**src/rtl/mod_updown_counter.sv**
```systemverilog
// Parametrised up/down event counter with load clamp, wrap/saturate bounds and overflow flags.
// Optional enable prescaler is compiled in with `define COUNTER_PRESCALE_EN.
module mod_updown_counter #(
    parameter int WIDTH    = 5,
    parameter int MAX_VAL  = 2**WIDTH-1,
    parameter int PRESCALE = 4
) (
    input  logic             clk,
    input  logic             rst_,
    input  logic             load,
    input  logic [WIDTH-1:0] data,
    input  logic             enable,
    input  logic             up_dn,
    input  logic             sat_mode,
    input  logic             clr_sticky,
    output logic [WIDTH-1:0] count,
    output logic             at_max,
    output logic             at_zero,
    output logic             ovf_pulse,
    output logic             ovf_sticky
);

    localparam logic [WIDTH-1:0] MAX_C = WIDTH'(MAX_VAL);

    logic [WIDTH-1:0] count_q, count_d;
    logic             ovf_pulse_q, ovf_pulse_d;
    logic             ovf_sticky_q, ovf_sticky_d;
    logic             step;
    logic             boundary;

`ifdef COUNTER_PRESCALE_EN
    localparam int PW = $clog2(PRESCALE);
    localparam logic [PW-1:0] PRE_TC = PW'(PRESCALE-1);

    logic [PW-1:0] presc_q, presc_d;

    // Only the enable cycle that lands on the terminal phase is a real step.
    always_comb begin
        presc_d = presc_q;
        step    = 1'b0;
        if (load) begin
            presc_d = '0;
        end else if (enable) begin
            if (presc_q == PRE_TC) begin
                presc_d = '0;
                step    = 1'b1;
            end else begin
                presc_d = presc_q + 1'b1;
            end
        end
    end

    always_ff @(posedge clk or negedge rst_) begin
        if (!rst_) begin
            presc_q <= '0;
        end else begin
            presc_q <= presc_d;
        end
    end
`else
    logic [31:0] unused_prescale;
    assign unused_prescale = 32'(PRESCALE);
    assign step = enable & ~load;
`endif

    always_comb begin
        count_d      = count_q;
        ovf_pulse_d  = 1'b0;
        ovf_sticky_d = ovf_sticky_q & ~clr_sticky;
        boundary     = up_dn ? (count_q == MAX_C) : (count_q == '0);
        if (load) begin
            count_d = (data > MAX_C) ? MAX_C : data;
        end else if (step) begin
            ovf_pulse_d = boundary;
            if (boundary) begin
                // A boundary event sets the sticky flag even if clr_sticky is high.
                ovf_sticky_d = 1'b1;
                count_d      = sat_mode ? count_q : (up_dn ? '0 : MAX_C);
            end else begin
                count_d = up_dn ? count_q + 1'b1 : count_q - 1'b1;
            end
        end
    end

    always_ff @(posedge clk or negedge rst_) begin
        if (!rst_) begin
            count_q      <= '0;
            ovf_pulse_q  <= 1'b0;
            ovf_sticky_q <= 1'b0;
        end else begin
            count_q      <= count_d;
            ovf_pulse_q  <= ovf_pulse_d;
            ovf_sticky_q <= ovf_sticky_d;
        end
    end

    assign count      = count_q;
    assign ovf_pulse  = ovf_pulse_q;
    assign ovf_sticky = ovf_sticky_q;
    assign at_max     = (count_q == MAX_C);
    assign at_zero    = (count_q == '0);

endmodule

```
**config.mk**
```make
export PLATFORM = sky130hd
export DESIGN_NAME = mod_updown_counter
export DESIGN_NICKNAME = d
export VERILOG_FILES = /design/src/rtl/mod_updown_counter.sv
export SDC_FILE = /design/constraint.sdc
export NUM_CORES = 1
export LEC_CHECK = 0
export ABC_AREA = 1
export CORE_AREA = 10 10 47 49
export CTS_BUF_LIST = sky130_fd_sc_hd__clkbuf_2 sky130_fd_sc_hd__clkbuf_4 sky130_fd_sc_hd__clkbuf_8
export DETAILED_ROUTE_END_ITERATION = 7
export DIE_AREA = 0 0 57 59
export GPL_TIMING_DRIVEN = 0
export HOLD_SLACK_MARGIN = 0.06
export PLACE_DENSITY = 0.79
export SYNTH_ARGS = -nofsm -noshare
export SYNTH_HDL_FRONTEND = slang
export SYNTH_SLANG_ARGS = --single-unit
export TNS_END_PERCENT = 30
```
**constraint.sdc**
```tcl
create_clock -name clk -period 3 [get_ports clk]
set_input_delay 0.9 -clock clk [delete_from_list [all_inputs] [get_ports clk]]
set_output_delay 0.9 -clock clk [all_outputs]
set_load 0.005 [all_outputs]
```
# Yosys cells after proc, flatten, opt, wreduce, memory -nomap -nowiden

Index checks and enable logic that the tools add are counted.

Add/sub/neg operators: 2
$lt $le $gt $ge: 1
Equal/unequal tests: 2
Mux-type cells: 13
Bitwise logic cells: 4
Reduce and logical (&&, ||, !) cells: 3

Operators with widths:

| kind                | count |
|---|---|
| $mux 5              | 7 |
| $mux 1              | 6 |
| $add 5x1->5 const B | 1 |
| $eq 5x5->1 const B  | 1 |
| $gt 5x5->1 const B  | 1 |
| $logic_not 5->1     | 1 |
| $sub 5x1->5 const B | 1 |
| $ne 3x3->1 const B  | 1 |
| $and 1x1->1         | 2 |
| $not 1->1           | 2 |
| $reduce_and 2->1    | 1 |
| $reduce_bool 2->1   | 1 |

Flip-flop bits (word level): 7
Bits of input ports: 12
Output and inout bits: 9
Word-level logic and storage cells: 28

# Depth between registers and ports, before layout

Depth after elaboration: 5
Mapped depth: 11
Depth with buffers taken out: 11

# Least setup slack after synthesis

Ideal clock, no wire load.

Path type: input port to flip-flop
Start point: input port up_dn
End point: register count_q[3], in the netlist count[3]
Setup time: 0.116 ns
Data arrival time: 1.868 ns
Data required time: 2.884 ns
Path slack: 1.016 ns
Cell stages on the path: 9
Buffers on the path: 0
Path through: inv_1 ha_1 or2_2 nand2_1 nand2_1 nand3_1 nand2_1 nand2_1 nand2_1

Word-level cells in the longest chain between the ends: 5
Elaborated cells on any way between the ends: 9
Classes of those cells: 1 x eq/ne; 7 x mux; 1 x reduce/logical

RTL lines:

| what                 | RTL line | text |
|---|---|---|
| start, declared      | 13       | `input logic up_dn,` |
| $mux 5 (2 in a row)  | 78       | `count_d = sat_mode ? count_q : (up_dn ? '0 : MAX_C);` |
| $mux 5               | 75       | `if (boundary) begin` |
| $mux 5               | 73       | `end else if (step) begin` |
| $mux 5               | 71       | `if (load) begin` |
| end signal, assigned | 91       | `count_q <= count_d;` |
| end, declared        | 25       | `logic [WIDTH-1:0] count_q, count_d;` |

Several ways; a longest one is shown, not always the timed one. The select of a mux whose other input is x is not followed.
A chain may end at the register's enable or synchronous reset.

# Worst setup path after layout

Start point: register count_q[3], in the netlist count[3]
End point: output port at_zero

Word-level cells in the longest chain between the ends: 1

RTL lines:

| what            | RTL line | text |
|---|---|---|
| $logic_not 5->1 | 101      | `assign at_zero = (count_q == '0);` |
| end, declared   | 18       | `output logic at_zero,` |

No other way between the ends.

==> results by group <==
Outcome
  • Status: complete, no violations

Final layout
  • Footprint of the multi-input gates: 364.1 sq um
  • Final nets: 130
  • Share of cells above drive strength 1: 13.27%
  • Most frequent cells in the layout: 28 x nand2_1, 20 x clkdlybuf4s50_1, 12 x inv_1, 11 x nor2_1, 9 x nand3_1
  • Commonest non-fill, non-tap cell in the layout: nand2_1
  • Fill cell count: 148
  • Area Overhead vs Synth: 42.11%
  • N_diodes: 0
  • Seq. cell area: 175.2 sq um

Clocking
  • Clock root buffer: clkbuf_4
  • H-Tree Level Count: 1
  • Worst-skew pair later-pin latency: 0.24 ns
  • # resized after CTS: 0
  • CTS hold repair buffers: 0
  • Clk slew on worst S/H paths: 0.05 ns
  • Num Clock Sinks: 7
  • CTS tree: done
  • Total CTS buffers: 3
  • Clk buf depth: 2
  • # Post-CTS Setup Buffers: 0

Timing
  • Relative slew slack: 79.63%
  • Slew Viols, Final: 0
  • Setup violators final: 0
  • RSZ-0062 raised after global routing: no
  • Tmin final: 2.469 ns
  • Fmax: 405.1 MHz
  • Worst Skew: 0.0003743 ns
  • Slew @ Worst Pin: 0.3046 ns
  • Hold Vio Cnt, Final: 0
  • Final setup TNS: 0 ns
  • Period utilisation layout: 82.29%

Global route
  • Largest net degree at the start of global routing: 8
  • Vias in the first global route: 601
  • Initial antenna violation count: 0
  • First-pass GRT wire length: 2.546 mm
  • GRT overflow: 0
  • Gr usage total: 9.304%

Placed design
  • GPL Wtd Cong: 0.8161
  • DP HPWL: 1.323 mm
  • Port bufs: 20

Route
  • Remaining DRCs: 0
  • DR iter-0 viols: 14
  • Drt first pass iters: 5
  • Routed vias/inst: 4.783
  • WL final: 1.557 mm
  • Total vias in the final route: 617
  • WL/cell: 12.07 microns
  • Final ANT Viol Nets: 0

Power
  • Total power: 442.2 uW
  • Switching part of the total: 36.98%
  • P_sw: 163.5 uW
  • Combinational Power Share: 47.7%
  • Int Pwr: 278.7 uW
  • Static Leak: 0.0004456 uW
  • Clk pwr share: 20.6%
  • PD cells: 523.5 nW/um^2
  • Peak VDD IR: 0.3455 mV
  • Reg power frac: 31.6%

Synthesis
  • Syn_area_per_cell: 6.678 sq um
  • Mapped Nets: 105
  • Syn Std Cell Area: 594.3 sq um
  • Count of cell types in the netlist: 22
  • Post-synth top area share: 29.47%
  • Sequential area share after synthesis: 29.47%
  • Yosys reg bits: 7
  • Area contributors post-synth: dfrtp_1 29%, nand2_1 18%, nand3_1 7.6%, inv_1 7.6%, nor2_1 6.9%
  • Syn. warnings: 0
  • Cell taking the most area after synthesis: dfrtp_1
  • Synth Instances: 89

Floorplan
  • IO Count: 21
  • Initial Util: 42.41%
  • Die H: 59 microns
  • Row count: 14
  • Die X: 57 microns
  • Core area: 1401 sq um
  • Die ar.: 3363 sq um

Setup path
  • Crit-path max FO: 5
  • WS Path Type: flip-flop to primary output
  • CP Data Arrival Time: 1.57 ns
  • Crit start category: flip-flop
  • CP Capture Type: primary output
  • Req. time, crit path: 2.10 ns

Worst hold path
  • Hold crit path type: flip-flop to flip-flop

Flow run
  • Max cap viols: 0
## routing by layer
| layer | vias up | share of wire, % | track usage [%] |
|---|---|---|---|
| met5 | - | 0 | 0 |
| met4 | 0 | 0 | 3.020 |
| met3 | 0 | 6.6 | 4.292 |
| met2 | 14 | 50 | 15.66 |
| met1 | 278 | 43 | 10.14 |
| li1 | 325 | - | - |
## metrics by stage
stage	worst slack [ns]	cells	hold WS [ns]	utilization (%)	cell area, sq um
after global routing	0.4180	129	0.5996	60.27	844.6
final	0.5314	129	0.5758	60.27	844.6
after CTS	0.5147	129	0.5675	60.27	844.6
after detailed placement	0.2719	125	0.5639	58.13	814.5
after global placement	0.2890	125	0.5307	58.13	814.5
after floorplan	1.016	89	0.5336	-	594.3
## sequential cells by signal (all words and copies together), names as in the netlist
signal	flops
ovf_pulse	1
count	5
ovf_sticky	1
## power groups by stage
stage / Combinational (uW) / Clock [uW] / Sequential [uW]
floorplan: 131 / 0 / 133
global placement: 206 / 0 / 140
detailed placement: 213 / 0 / 141
CTS: 214 / 93.9 / 140
global route: 241 / 99.3 / 142
finish: 211 / 91.2 / 140
## cell type report
type                       count  share of cell area, %
clock buffer                   4                  3.556
inverter                      14                  6.519
multi-input combinational     68                  43.11
sequential                     7                  20.74
tap                           16                  2.370
timing repair buffer          20                  23.70
## final timing paths
kind	startpoint	endpoint	slack [ns]	cells past startpoint
worst max-delay path	count[3]	at_zero	0.53	4
worst min-delay path	ovf_sticky	ovf_sticky	0.58	2
worst max register to register	count[0]	count[4]	1.33	10
worst min register to register	ovf_sticky	ovf_sticky	0.58	2
max in group asynchronous	rst_	count[4]	1.86	1
min in group asynchronous	rst_	ovf_pulse	0.91	1
## logic make-up after synthesis
kind of cell / after synthesis / share of synthesized area (%)
fa+ha+maj: 4 / 9.685
flops: 7 / 29.47
compound gates: 4 / 4.210
buf+inv: 14 / 9.263
xor+xnor: 2 / 2.948
simple gates: 58 / 44.42
## cells in the mapped netlist
master / count
a21oi_1: 1
dfrtp_1: 7
fa_1: 1
ha_1: 3
inv_1: 12
inv_2: 1
inv_4: 1
nand2_1: 28
nand2_2: 1
nand2_4: 1
nand3_1: 9
nand3_2: 1
nand3b_1: 1
nand4_1: 1
nor2_1: 11
nor2_2: 1
o21ai_0: 1
o21ai_2: 1
o22ai_1: 1
or2_2: 4
xnor2_1: 1
xor2_1: 1
## worst max-delay path, stage by stage, from the launching register on
cell and delay, ns:
dfrtp_1 0.44, nor2_1 0.18, nand3_1 0.13, inv_1 0.07, clkdlybuf4s50_1 0.50
Note: power is estimated with default switching activity, not from simulation.
